### config.mk
export PLATFORM = sky130hd
export DESIGN_NAME = shift_pla_inverse
export DESIGN_NICKNAME = d
export VERILOG_FILES = /design/src/rtl/shift_pla_inverse.sv
export SDC_FILE = /design/constraint.sdc
export NUM_CORES = 1
export LEC_CHECK = 0
export BUFFER_PORTS_ARGS = -buffer_cell sky130_fd_sc_hd__buf_2
export CAP_MARGIN = 10
export CORE_MARGIN = 5
export CORE_UTILIZATION = 45
export DETAILED_ROUTE_END_ITERATION = 8
export GPL_TIMING_DRIVEN = 0
export PLACE_DENSITY = 0.75
export SETUP_SLACK_MARGIN = 0.2
export SKIP_LAST_GASP = 1
export SYNTH_ARGS = -nofsm -noshare
export SYNTH_HDL_FRONTEND = slang
export SYNTH_SLANG_ARGS = --single-unit
### constraint.sdc
create_clock -name clock -period 3.8 [get_ports clock]
set_input_delay 0.19 -clock clock [delete_from_list [all_inputs] [get_ports clock]]
set_output_delay 0.19 -clock clock [all_outputs]
set_load 0.02 [all_outputs]
### src/rtl/shift_pla_inverse.sv
// Multiplier-free piecewise-linear atanh(y) approximation, the inverse of the shift-based tanh PLA.
// One operand at a time: leading-zero pair scan selects the segment, then a 3-term shift-add applies the slope.
module shift_pla_inverse #(
  parameter int unsigned W_IN  = 9,
  parameter int unsigned W_OUT = 12,
  parameter int unsigned OUT_I = 4,
  parameter int unsigned OUT_F = 8,
  parameter int unsigned K_MAX = 3
) (
  input  logic             clock,
  input  logic             resetn,
  input  logic             in_valid,
  output logic             in_ready,
  input  logic [W_IN-1:0]  y_in,
  output logic             out_valid,
  input  logic             out_ready,
  output logic [W_OUT-1:0] x_out
);

  localparam int unsigned Y_F   = W_IN - 1;
  localparam int unsigned ACC_W = OUT_F + 1;
  localparam int unsigned MAG_W = OUT_I + OUT_F;
  localparam int unsigned KW    = $clog2(K_MAX + 1);
  localparam logic [KW-1:0]   K_LAST = KW'(K_MAX - 1);
  localparam logic [W_IN-1:0] ONE    = W_IN'(1) << Y_F;

  typedef enum logic [2:0] {IDLE, SCAN, ACC, OUTP, DONE} state_t;

  state_t             state_q, state_d;
  logic               sign_q, sign_d;
  logic               sat_q, sat_d;
  logic [Y_F-1:0]     dsh_q, dsh_d;
  logic [KW-1:0]      k_q, k_d;
  logic [Y_F-1:0]     r_q, r_d;
  logic [ACC_W-1:0]   acc_q, acc_d;
  logic [1:0]         ph_q, ph_d;
  logic [W_OUT-1:0]   x_q, x_d;
  logic               ov_q, ov_d;

  logic [W_IN-1:0]    m_abs;
  logic [Y_F-1:0]     d_in;
  logic [Y_F-1:0]     r_now;
  logic [ACC_W-1:0]   r_ext;
  logic [MAG_W-1:0]   mag;

  // m spans Y_F+1 bits so that y = -1.0 yields exactly ONE
  assign m_abs = y_in[W_IN-1] ? (~y_in + W_IN'(1)) : y_in;
  assign d_in  = Y_F'(ONE - m_abs);
  // dsh_q already holds d << 2k, so 1 - (d << 2k) is its modular negation
  assign r_now = (~dsh_q) + Y_F'(1);
  assign r_ext = ACC_W'(r_q) << (OUT_F - Y_F);
  assign mag   = sat_q ? (MAG_W'(K_MAX) << OUT_F)
                       : ((MAG_W'(k_q) << OUT_F) + MAG_W'(acc_q));

  assign in_ready  = (state_q == IDLE);
  assign out_valid = ov_q;
  assign x_out     = x_q;

  always_comb begin
    state_d = state_q;
    sign_d  = sign_q;
    sat_d   = sat_q;
    dsh_d   = dsh_q;
    k_d     = k_q;
    r_d     = r_q;
    acc_d   = acc_q;
    ph_d    = ph_q;
    x_d     = x_q;
    ov_d    = ov_q;
    unique case (state_q)
      IDLE: begin
        if (in_valid) begin
          sign_d = y_in[W_IN-1];
          dsh_d  = d_in;
          k_d    = '0;
          acc_d  = '0;
          sat_d  = (m_abs == ONE);
          if ((m_abs == '0) || (m_abs == ONE)) state_d = OUTP;
          else                                 state_d = SCAN;
        end
      end
      SCAN: begin
        if (dsh_q[Y_F-1 -: 2] != 2'b00) begin
          r_d     = r_now;
          ph_d    = 2'd0;
          state_d = ACC;
        end else if (k_q == K_LAST) begin
          sat_d   = 1'b1;
          state_d = OUTP;
        end else begin
          k_d   = k_q + KW'(1);
          dsh_d = dsh_q << 2;
        end
      end
      ACC: begin
        ph_d = ph_q + 2'd1;
        case (ph_q)
          2'd0:    acc_d = r_ext;
          2'd1:    acc_d = acc_q + (r_ext >> 2);
          default: begin
            acc_d   = acc_q + (r_ext >> 4);
            state_d = OUTP;
          end
        endcase
      end
      OUTP: begin
        x_d     = sign_q ? W_OUT'(-mag) : W_OUT'(mag);
        ov_d    = 1'b1;
        state_d = DONE;
      end
      DONE: begin
        if (out_ready) begin
          ov_d    = 1'b0;
          state_d = IDLE;
        end
      end
      default: state_d = IDLE;
    endcase
  end

  always_ff @(posedge clock or negedge resetn) begin
    if (!resetn) begin
      state_q <= IDLE;
      sign_q  <= 1'b0;
      sat_q   <= 1'b0;
      dsh_q   <= '0;
      k_q     <= '0;
      r_q     <= '0;
      acc_q   <= '0;
      ph_q    <= 2'd0;
      x_q     <= '0;
      ov_q    <= 1'b0;
    end else begin
      state_q <= state_d;
      sign_q  <= sign_d;
      sat_q   <= sat_d;
      dsh_q   <= dsh_d;
      k_q     <= k_d;
      r_q     <= r_d;
      acc_q   <= acc_d;
      ph_q    <= ph_d;
      x_q     <= x_d;
      ov_q    <= ov_d;
    end
  end

endmodule

Word-level counts from Yosys, hierarchy flattened:

Index checks and enable logic that the tools add are counted.

* input port bits: 13
* output and inout port bits: 14
* register bits after elaboration: 47
* word-level logic and storage cells: 83

* multiplexer cells: 29
* add/sub/neg operators: 9
* reduce and logical (&&, ||, !) cells: 18
* bitwise logic cells: 2
* equality and inequality tests: 15

Operators with widths (count)
* one-hot mux 9 bit (2 select lines): 2
* two-way mux 8 bit: 3
* two-way mux 9 bit: 2
* one-hot mux 8 bit (2 select lines): 1
* two-way mux 3 bit: 5
* one-hot mux 3 bit (5 select lines): 1
* inequality test 2 bit, second input constant: 7
* two-way mux 12 bit: 1
* negation 11 -> 12 bit: 1
* AND reduction 4 bit: 3
* adder 10 x 9 -> 11 bit: 1
* two-way mux 11 bit: 1
* two-way mux 2 bit: 5
* AND reduction 2 bit: 5
* nonzero test 2 bit: 5
* adder 9 x 1 -> 9 bit, second input constant: 1
* adder 9 x 4 -> 9 bit: 1
* adder 9 x 6 -> 9 bit: 1
* == test 9 bit, second input constant: 1
* logical NOT 9 bit: 1
* NOT 9 bit: 1
* adder 8 x 1 -> 8 bit, second input constant: 1
* NOT 8 bit: 1
* one-hot mux 2 bit (2 select lines): 2
* other kinds (14): 20

Logic depth before layout (Yosys ltp):

Gate-level depths: netlist (run 1).

* word-level depth: 8
* mapped depth: 12
* gate-level depth less buffers: 11

Least setup slack after synthesis (run 1):

Ideal clock, no wire load.

* path type: register to register
* from: reg ph_q[1]
* to: reg acc_q[6]
* period minus slack after synthesis: 2.753 ns
* arrival: 2.670 ns
* setup time: 0.083 ns
* setup slack: 1.047 ns
* buffers on the path: 1
* data required time: 3.717 ns
* stages on the path, launching flop included: 13
* cell sequence: dfrtp_1 -> inv_1 -> ha_1 -> clkbuf_1 -> mux2_2 -> ha_1 -> fa_1 -> a21o_1 -> a21oi_1 -> o21bai_1 -> a2111oi_0 -> o21ai_0 -> o21ai_0

* word-level cells in the longest chain between the ends: 3
* elaborated cells between the ends (all ways): 4

RTL lines
* start: declaration: line 36 `logic [1:0] ph_q, ph_d;`
* start signal: assignment: line 141 `ph_q <= ph_d;`
* == test 2 x 1 -> 1 bit / logical NOT 2 bit (equally long branches): line 97 `case (ph_q)`
* one-hot mux 9 bit (2 select lines) *: line 97
* one-hot mux 9 bit (2 select lines) *: line 70 `unique case (state_q)`
* end signal: assignment: line 129 `acc_q <= '0;`
* end signal: assignment: line 140 `acc_q <= acc_d;`
* end: declaration: line 35 `logic [ACC_W-1:0] acc_q, acc_d;`

Mark *: on every way between the ends. The rest lies on a longest branch, timed or not.
A chain may end at the register's enable or synchronous reset.

Worst setup path in the final report (run 1):

Ends and elaborated chain as after synthesis.

==> results.sh, run 1 <==
export IMPL_cp_slowest_stage_delay_ps=410
export IMPL_globalplace_congestion=0.856
export IMPL_synth_edff_count=0
export IMPL_synth_warning_count=0
export IMPL_dp_final_hpwl_mm=5.05
export IMPL_multi_input_area_mm2=0.00181
export IMPL_synth_adder_area_share_pct=7.11
export IMPL_min_period_ps=3130
export IMPL_synth_seq_area_share_pct=38.0
export IMPL_cts_resized_gates=0
export IMPL_p_leak_nw=1.55
export IMPL_post_route_period_util_pct=82.5
export IMPL_antenna_found_initial=0
export IMPL_postCtsSetupBuffers=0
export IMPL_synth_top_area_cell="dfrtp_1"
export IMPL_yosys_top_cells_area="dfrtp_1, ha_1, o21ai_0"
export IMPL_rsz0062_at_grt="no"
export IMPL_cts_tree="done"
export IMPL_peakVddDrop_uv=241
export IMPL_cts_sinks=47
export IMPL_cts_made_buffers=5
export IMPL_coreArea_mm2=0.00676
export IMPL_grt_first_pass_wirelength_mm=11.5
export IMPL_drt_initial_drc_count=95
export IMPL_ioPinCount=27
export IMPL_holdCritPathClass="in2async"
export IMPL_muxShareOfSynthArea_pct=3.11
export IMPL_grt_overflow=0
export IMPL_cp_end_kind="flop"
export IMPL_fp_row_count=30
export IMPL_startpoint_type="flop"
export IMPL_finClkSkew_ps=3.18
export IMPL_slowest_stage="fa_1"
export IMPL_final_nets=415
export IMPL_wl_mm=6.60
export IMPL_crit_path_max_fanout=8
export IMPL_nFillCells=632
export IMPL_ys_ff_latch=47
export IMPL_yosys_area_share_simple_pct=21.6
export IMPL_wl_per_cell_um=14.2
export IMPL_synth_top_family_by_area="simple AND/OR/NAND/NOR gates"
export IMPL_tns_ps=0
export IMPL_syn_num_nets=383
export IMPL_ys_async_sr_fraction_pct=100
export IMPL_first_global_vias=2479
export IMPL_vias=2586
export IMPL_path_delay_family="compound AO/OA/AOI/OAI gates"
export IMPL_start_util_pct=45.8
export IMPL_synthTopCellsByCount="nand2_1, dfrtp_1, o21ai_0"
export IMPL_numPortBuffers=25
export IMPL_clk_latency_ps=300
export IMPL_holdBufCountCts=0
export IMPL_finalHoldViolCount=0
export IMPL_path_buf_inv=2
export IMPL_synthFlopType="dfrtp_1"
export IMPL_clk_path_buf_depth=2
export IMPL_setup_violations=0
export IMPL_crit_required_ps=4020
export IMPL_synthXorXnorAreaFrac_pct=7.64
export IMPL_die_w_um=93.0
export IMPL_cap_violations=0
export IMPL_register_area_mm2=0.00118
export IMPL_grt_max_degree=48
export IMPL_post_route_drc_count=0
export IMPL_reg2reg_from="ph_q[1]"
export IMPL_ant_nets=0
export IMPL_syn_to_final_growth_pct=11.1
export IMPL_synthCells=353
export IMPL_r2r_setup_slack_ps=670
export IMPL_grt_usage_pct=16.1
export IMPL_diodes=0
export IMPL_synth_area_mm2=0.00310
export IMPL_dieArea_mm2=0.00864
export IMPL_syn_area_per_cell_um2=8.77
export IMPL_dieHeight_um=93.0
export IMPL_worst_pin_slew_ps=1020
export IMPL_drive_above_1_share_pct=13.5
export IMPL_cp_cell_sequence="inv_1 > ha_1 > clkbuf_1 > mux2_2 > ha_1 > fa_1 > a21o_1 > a21oi_1 > o21bai_1 > a2111oi_0 > o21ai_0 > o21ai_0"
export IMPL_cellPowerDensity_mw_per_mm2=812
export IMPL_dr_pass1_iters=4
export IMPL_htree_levels=2
export IMPL_synth_cell_types=52
export IMPL_vias_per_cell=5.55
export IMPL_clock_fmax_ghz=0.319
export IMPL_clkTransAtPathRegs_ps=80
export IMPL_status="complete, no violations"
export IMPL_root_buffer="clkbuf_8"
export IMPL_slew_headroom_pct=31.8
export IMPL_synth_compound_area_share_pct=18.9
export IMPL_synth_top_cell_area_share_pct=38.0
export IMPL_yosys_cell_count_top_type="nand2_1"
export IMPL_crit_arrival_ps=3360
export IMPL_drv_slew=0
export IMPL_crit_type="reg2reg"
export IMPL_r2r_cells=12
export IMPL_fin_util_pct=50.9
export IMPL_rr_endpoint="acc_q[6]"
==> report_power, final <==
group | leakage [nW] | switching (mW) | internal, mW | total [mW]
clock network | 0.0612 | 0.169 | 0.213 | 0.382
registers | 0.605 | 0.196 | 0.710 | 0.905
logic | 0.889 | 0.893 | 0.613 | 1.51
total | 1.55 | 1.26 | 1.54 | 2.79
==> cells in the final DEF, fill, tap and decap left out, types with 4 or more instances in the layout <==
cell type,n
nor2b_1,4
o21ai_1,6
buf_2,29
a32oi_1,4
nand2b_1,7
xnor2_1,16
ha_1,16
dfrtp_1,47
nand2_1,48
nor3_1,10
nand3_1,11
or3_1,5
xor2_1,11
nor2_1,25
a21oi_1,17
a22o_1,4
a21o_1,4
clkbuf_8,6
inv_1,11
mux2_2,5
mux2i_1,4
o21ai_0,38
clkbuf_1,10
==> routing by layer <==
metal,GRT usage [%],up-vias,wire [um]
li1,-,1308,-
met1,20.1,1222,2980
met5,0,-,0
met4,4.40,0,70
met2,29.0,48,3310
met3,2.36,8,245
==> worst register-to-register path, delay by kind of cell (launching register included) <==
family                     cells  cell delay [ps]
buffers and inverters          2              360
DFF                            1              390
muxes                          1              380
adders and majority gates      3              750
AOI/OAI and AO/OA              6             1170
==> registers in the layout (all words and copies together) (netlist names), 2 cells and up <==
register  count
dsh_q         8
x_out        12
k_q           2
r_q           8
acc_q         9
state_q       3
ph_q          2
==> layout make-up <==
| class | instances | share of cell area (%) |
|---|---|---|
| Buffer | 15 | 2.00 |
| Clock buffer | 6 | 2.40 |
| Clock inverter | 2 | 1.02 |
| Inverter | 12 | 1.31 |
| Multi-Input combinational cell | 279 | 52.5 |
| Sequential cell | 47 | 34.2 |
| Tap cell | 80 | 2.91 |
| Timing Repair Buffer | 25 | 3.64 |
==> worst max-delay path by stage <==
stage | startpoint | end | slack [ps] | depth (start not counted)
after floorplan | ph_q[1] | acc_q[6] | 1050 | 12
after global placement | ph_q[1] | acc_q[6] | 820 | 12
after detailed placement | ph_q[1] | acc_q[6] | 750 | 12
after CTS | ph_q[1] | acc_q[6] | 700 | 12
after global routing | ph_q[1] | acc_q[6] | 440 | 12
final | ph_q[1] | acc_q[6] | 670 | 12
==> stage by stage <==
| step | worst slack [ps] | cell area [um^2] | instances | power [mW] | hold slack (ps) |
|---|---|---|---|---|---|
| 2_1_floorplan | 1050 | 3100 | 353 | 2.04 | -106 |
| 3_3_place_gp | 818 | 3320 | 458 | 2.37 | 429 |
| 3_5_place_dp | 751 | 3320 | 458 | 2.42 | 425 |
| 4_1_cts | 703 | 3440 | 466 | 2.81 | 95.1 |
| 5_1_grt | 440 | 3440 | 466 | 3.06 | 174 |
| 6_report | 665 | 3440 | 466 | 2.79 | 44.3 |
==> cells by family (layout without fill, tap and decap cells) <==
family	after synthesis	count (layout)
and+or+nand+nor	132	132
AOI/OAI and AO/OA	94	94
DFF	47	47
xor gates and xnor gates	27	27
buffers and inverters	27	60
adders and majority gates	17	17
muxes	9	9
Power figures use the tool's default switching activity.
==> run 2: changes to the inputs <==
--- a/config.mk
+++ b/config.mk
@@ -5,6 +5,7 @@
 export SDC_FILE = /design/constraint.sdc
 export NUM_CORES = 1
 export LEC_CHECK = 0
+export ABC_AREA = 1
 export BUFFER_PORTS_ARGS = -buffer_cell sky130_fd_sc_hd__buf_2
 export CAP_MARGIN = 10
 export CORE_MARGIN = 5
==> constraint.sdc (replaced) <==
create_clock -name clock -period 3.19 [get_ports clock]
set_input_delay 0.1595 -clock clock [delete_from_list [all_inputs] [get_ports clock]]
set_output_delay 0.1595 -clock clock [all_outputs]
set_load 0.02 [all_outputs]
==> run 2 against run 1 <==
Effect of this change: setup slack improved by 7.1 ps; die area up 0.75%; via count grew 7.5%; clock skew rose by 6.4 ps; final area up 1.0%; core utilization grew 0.52 points; first-iteration DRC count up 52%; critical path depth down 1; final cell count is 15% higher; wire length increased by 0.76%.
==> results.sh, run 2 <==
export IMPL_synth_warning_count=0
export IMPL_globalplace_congestion=0.838
export IMPL_grt_overflow=0
export IMPL_wl_met2_mm=3.19
export IMPL_diodes=0
export IMPL_path_buf_inv=2
export IMPL_numPortBuffers=26
export IMPL_peakVddDrop_uv=360
export IMPL_post_route_period_util_pct=78.9
export IMPL_yosys_cell_count_top_type="nand2_1"
export IMPL_holdCritPathClass="in2async"
export IMPL_start_util_pct=46.2
export IMPL_startpoint_type="flop"
export IMPL_setup_violations=0
export IMPL_dp_cells=526
export IMPL_largest_reg_flops=12
export IMPL_reg2reg_from="ph_q[1]"
export IMPL_ys_ff_latch=47
export IMPL_post_route_drc_count=0
export IMPL_synthCells=420
export IMPL_dp_final_hpwl_mm=5.23
export IMPL_clkTransAtPathRegs_ps=90
export IMPL_final_nets=483
export IMPL_syn_num_nets=450
export IMPL_status="complete, no violations"
export IMPL_wl_per_cell_um=12.5
export IMPL_nFillCells=632
export IMPL_cp_startpoint="ph_q[1]"
export IMPL_final_common_cell="nand2_1"
export IMPL_synth_seq_area_share_pct=37.7
export IMPL_ys_async_sr_fraction_pct=100
export IMPL_path_delay_family="adder cells"
export IMPL_cap_violations=0
export IMPL_cts_resized_gates=0
export IMPL_vias=2780
export IMPL_drive_above_1_share_pct=15.6
export IMPL_p_leak_nw=1.82
export IMPL_clk_path_buf_depth=2
export IMPL_drv_slew=0
export IMPL_min_period_ps=2520
export IMPL_dieHeight_um=93.3
export IMPL_syn_to_final_growth_pct=11.3
export IMPL_yosys_top_cells_area="dfrtp_1, nand2_1, ha_1"
export IMPL_synth_top_area_cell="dfrtp_1"
export IMPL_place_area_mm2=0.00335
export IMPL_rsz0062_at_grt="no"
export IMPL_cts_sinks=47
export IMPL_worst_pin_slew_ps=1060
export IMPL_ant_nets=0
export IMPL_cts_made_buffers=5
export IMPL_crit_type="reg2reg"
export IMPL_grt_max_degree=48
export IMPL_dieArea_mm2=0.00871
export IMPL_cellPowerDensity_mw_per_mm2=1020
export IMPL_clock_fmax_ghz=0.397
export IMPL_cp_slowest_stage_delay_ps=430
export IMPL_finalHoldViolCount=0
export IMPL_crit_path_max_fanout=10
export IMPL_met3_length_um=265
export IMPL_design_area_mm2=0.00347
export IMPL_ioPinCount=27
export IMPL_die_w_um=93.3
export IMPL_cp_end_kind="flop"
export IMPL_wl_mm=6.65
export IMPL_slowest_stage="fa_1"
export IMPL_syn_area_per_cell_um2=7.44
export IMPL_vias_per_cell=5.21
export IMPL_finClkSkew_ps=9.57
export IMPL_synth_area_mm2=0.00312
export IMPL_grt_first_pass_wirelength_mm=11.7
export IMPL_clk_latency_ps=300
export IMPL_synthTopCellsByCount="nand2_1, dfrtp_1, inv_1"
export IMPL_dr_pass1_iters=4
export IMPL_tns_ps=0
export IMPL_crit_required_ps=3380
export IMPL_slew_headroom_pct=29.6
export IMPL_synth_edff_count=0
export IMPL_synthFlopType="dfrtp_1"
export IMPL_crit_arrival_ps=2700
export IMPL_grt_usage_pct=16.0
export IMPL_htree_levels=2
export IMPL_coreArea_mm2=0.00676
export IMPL_first_global_vias=2599
export IMPL_fp_row_count=30
export IMPL_drt_initial_drc_count=144
export IMPL_highest_layer="met4"
export IMPL_cp_cell_sequence="inv_1 > ha_1 > clkbuf_1 > o21ai_0 > ha_1 > fa_1 > nand4_1 > nand3_1 > nand3_1 > xor2_1 > o21ai_0"
export IMPL_holdBufCountCts=0
export IMPL_postCtsSetupBuffers=0
export IMPL_layout_common_cells="nand2_1, dfrtp_1, inv_1"
export IMPL_root_buffer="clkbuf_8"
export IMPL_synth_cell_types=41
export IMPL_synth_top_cell_area_share_pct=37.7
export IMPL_antenna_found_initial=0
export IMPL_wl_met1_mm=3.15
export IMPL_cts_tree="done"
export IMPL_layout_cells_non_filler=534
-- run 2: cell count changes after synthesis, sizes merged, moves of 5 or more --
cell and change:
nand2 +73, inv +38, nand3 +18, xnor2 -12, nor3 -10, nor2 +9, clkbuf -7, nand2b -7
mux2 -5, or3 -5
-- run 2: per-stage QoR --
stage,util (%),power (mW),setup WS [ps],hold slack [ps]
detailed placement,49.6,3.08,689,413
finish,51.4,3.55,672,27.6
CTS,51.4,3.57,665,84.2
global route,51.4,3.91,463,119
global placement,49.6,3.01,767,405
floorplan,-,2.60,992,-136
-- run 2: per-layer routing --
| layer | vias up | GRT usage [%] |
|---|---|---|
| met4 | 0 | 3.66 |
| met3 | 9 | 2.25 |
| met5 | - | 0 |
| met2 | 56 | 26.7 |
| li1 | 1440 | - |
| met1 | 1275 | 22.0 |
-- run 2: power breakdown --
part / total (mW) / internal (mW) / leakage [nW] / switching [mW]
logic: 2.00 / 0.710 / 1.17 / 1.29
clock network: 0.468 / 0.258 / 0.0618 / 0.210
registers: 1.08 / 0.865 / 0.591 / 0.214
-- run 2: worst paths after layout --
path | to | slack [ps] | depth (start not counted)
min in group clock | dsh_q[0] | 100 | 3
worst min-delay path | x_out[2] | 30 | 1
worst min register to register | x_out[9] | 480 | 2
worst max-delay path | acc_q[8] | 670 | 11
max in group asynchronous | r_q[4] | 2500 | 1
worst max register to register | acc_q[8] | 670 | 11
-- run 2: kinds of logic after synthesis --
logic type,after synthesis,share of synthesized area (%)
and+or+nand+nor,197,28.0
xor gates and xnor gates,16,4.49
DFF,47,37.7
AOI/OAI and AO/OA,83,15.2
adders and majority gates,17,7.05
buffers and inverters,60,7.61
-- run 2: area by class of cell --
type | count | area (um^2) | share of cell area [%]
Multi-Input combinational cell | 313 | 1710 | 49.2
Sequential cell | 47 | 1180 | 33.8
Inverter | 51 | 194 | 5.58
Timing Repair Buffer | 26 | 130 | 3.75
Tap cell | 80 | 100 | 2.88
Clock buffer | 6 | 82.6 | 2.38
Buffer | 9 | 43.8 | 1.26
Clock inverter | 2 | 38.8 | 1.12
==> run 3: changes to the inputs <==
--- a/config.mk
+++ b/config.mk
@@ -5,7 +5,7 @@
 export SDC_FILE = /design/constraint.sdc
 export NUM_CORES = 1
 export LEC_CHECK = 0
-export ABC_AREA = 1
+export ABC_AREA = 0
 export BUFFER_PORTS_ARGS = -buffer_cell sky130_fd_sc_hd__buf_2
 export CAP_MARGIN = 10
 export CORE_MARGIN = 5
==> constraint.sdc (replaced) <==
create_clock -name clock -period 2.45 [get_ports clock]
set_input_delay 0.1225 -clock clock [delete_from_list [all_inputs] [get_ports clock]]
set_output_delay 0.1225 -clock clock [all_outputs]
set_load 0.02 [all_outputs]
==> run 3 against run 2 <==
Effect of this change: the run now ends with hold timing, setup timing left; non-clock buffer count grew 18; worst hold slack lost 47 ps; fmax shrank 6.9%; register-to-register slack lost 930 ps; clock power grew 9.0%; largest power group unchanged; highest routed layer unchanged.
==> results.sh, run 3 (synthesis gave the netlist of run 1 again) <==
export IMPL_startpoint_type="flop"
export IMPL_numPortBuffers=25
export IMPL_diodes=0
export IMPL_antenna_found_initial=0
export IMPL_slowest_stage="dfrtp_1"
export IMPL_clkTransAtPathRegs_ps=90
export IMPL_post_route_drc_count=0
export IMPL_clock_fmax_ghz=0.370
export IMPL_rsz0062_at_grt="yes"
export IMPL_wl_mm=6.96
export IMPL_r2r_cells=12
export IMPL_whs_ps=-19.0
export IMPL_min_period_ps=2700
export IMPL_ant_nets=0
export IMPL_grt_max_degree=48
export IMPL_dr_pass1_iters=4
export IMPL_crit_arrival_ps=2870
export IMPL_slew_headroom_pct=32.1
export IMPL_wl_per_cell_um=14.5
export IMPL_drv_slew=0
export IMPL_status="complete, but fails checks"
export IMPL_final_common_cell="nand2_1"
export IMPL_coreArea_mm2=0.00676
export IMPL_fp_row_count=30
export IMPL_die_w_um=93.0
export IMPL_place_area_mm2=0.00336
export IMPL_peakVddDrop_uv=429
export IMPL_cts_tree="done"
export IMPL_start_util_pct=45.8
export IMPL_root_buffer="clkbuf_8"
export IMPL_syn_to_final_growth_pct=17.3
export IMPL_vias_per_cell=5.67
export IMPL_drive_above_1_share_pct=19.3
export IMPL_setup_violations=4
export IMPL_p_leak_nw=1.63
export IMPL_finClkSkew_ps=13.2
export IMPL_globalplace_congestion=0.842
export IMPL_vias=2717
export IMPL_path_buf_inv=2
export IMPL_largest_reg_flops=12
export IMPL_drt_initial_drc_count=151
export IMPL_final_nets=428
export IMPL_grt_first_pass_wirelength_mm=11.7
export IMPL_clk_path_buf_depth=2
export IMPL_first_global_vias=2635
export IMPL_fin_util_pct=53.7
export IMPL_grt_usage_pct=16.5
export IMPL_design_area_mm2=0.00363
export IMPL_crit_type="reg2reg"
export IMPL_cts_sinks=47
export IMPL_cts_made_buffers=5
export IMPL_crit_path_max_fanout=4
export IMPL_clk_latency_ps=310
export IMPL_violations="hold timing, setup timing"
export IMPL_cp_slowest_stage_delay_ps=420
export IMPL_cp_common_cell="ha_4"
export IMPL_fin_ws_ps=-254
export IMPL_htree_levels=2
export IMPL_ioPinCount=27
export IMPL_crit_required_ps=2620
export IMPL_cp_end_kind="flop"
export IMPL_worst_pin_slew_ps=1020
export IMPL_r2r_setup_slack_ps=-250
export IMPL_dp_final_hpwl_mm=5.04
export IMPL_dieHeight_um=93.0
export IMPL_path_delay_family="compound AO/OA/AOI/OAI gates"
export IMPL_holdCritPathClass="in2async"
export IMPL_cap_violations=0
export IMPL_rr_endpoint="acc_q[6]"
export IMPL_finalHoldViolCount=11
export IMPL_cellPowerDensity_mw_per_mm2=1260
export IMPL_layout_common_cells="nand2_1, dfrtp_1, o21ai_0"
export IMPL_cp_cell_sequence="ha_4 > buf_8 > mux2_4 > ha_4 > fa_2 > a21o_1 > a21oi_2 > o21bai_2 > buf_4 > a21oi_4 > o31a_1 > o21ai_1"
export IMPL_post_route_period_util_pct=110
export IMPL_reg2reg_from="ph_q[0]"
export IMPL_grt_overflow=0
export IMPL_dieArea_mm2=0.00864
==> run 3: cell types whose count changed in the layout (fill, tap and decap cells not counted), sizes merged, moves of 7 or more <==
cell	change
nand2b	+7
nor2	-9
xnor2	+12
nand3	-18
inv	-39
clkbuf	+8
buf	+12
nor3	+10
nand2	-73
==> run 3: worst register-to-register path, stage by stage, from the launching register on <==
cell	delay [ps]
dfrtp_1	420
ha_4	180
buf_8	120
mux2_4	300
ha_4	160
fa_2	350
a21o_1	220
a21oi_2	170
o21bai_2	120
buf_4	170
a21oi_4	160
o31a_1	150
o21ai_1	60
==> run 3: layout make-up <==
| type | count | area, um^2 |
|---|---|---|
| Tap cell | 80 | 100 |
| Buffer | 15 | 83.8 |
| Sequential cell | 47 | 1180 |
| Fill cell | 603 | 3130 |
| Inverter | 12 | 45.0 |
| Timing Repair Buffer | 38 | 226 |
| Multi-Input combinational cell | 279 | 1900 |
| Clock buffer | 8 | 100 |
==> run 3: per-layer routing <==
metal	global-route usage [%]	vias up	share of wire, %
li1	-	1338	-
met1	19.5	1287	43
met2	29.0	74	50
met3	3.57	18	4.4
met4	6.59	0	2.4
met5	0	-	0
==> run 3: what timing repair did <==
item	in CTS	in global routing
setup buffers	12	1
pin swaps	7	2
gates resized for setup	11	8
endpoints found under the setup margin	6	10
hold buffers	0	0
==> run 3: worst max path at each step <==
stage,startpoint,to,cells after the start
2_1_floorplan,ph_q[1],acc_q[6],12
3_3_place_gp,ph_q[1],acc_q[6],12
3_5_place_dp,ph_q[1],acc_q[6],12
4_1_cts,ph_q[0],acc_q[6],11
5_1_grt,ph_q[0],acc_q[6],12
6_report,ph_q[0],acc_q[6],12
==> run 3: per-stage QoR <==
step | power (mW) | std cells | TNS [ps] | hold slack (ps) | setup slack (ps)
global route | 4.98 | 479 | -1040 | 93.3 | -345
finish | 4.58 | 479 | -586 | -19.0 | -254
floorplan | 3.22 | 353 | -57.8 | -173 | -56.0
global placement | 3.73 | 458 | -327 | 360 | -189
detailed placement | 3.81 | 458 | -652 | 359 | -354
CTS | 4.49 | 478 | -522 | 29.4 | -264
==> run 3: power by group <==
| part | switching (mW) | leakage [nW] | internal [mW] |
|---|---|---|---|
| sequential | 0.327 | 0.605 | 1.10 |
| combinational | 1.51 | 0.973 | 1.14 |
| clock | 0.253 | 0.0515 | 0.258 |
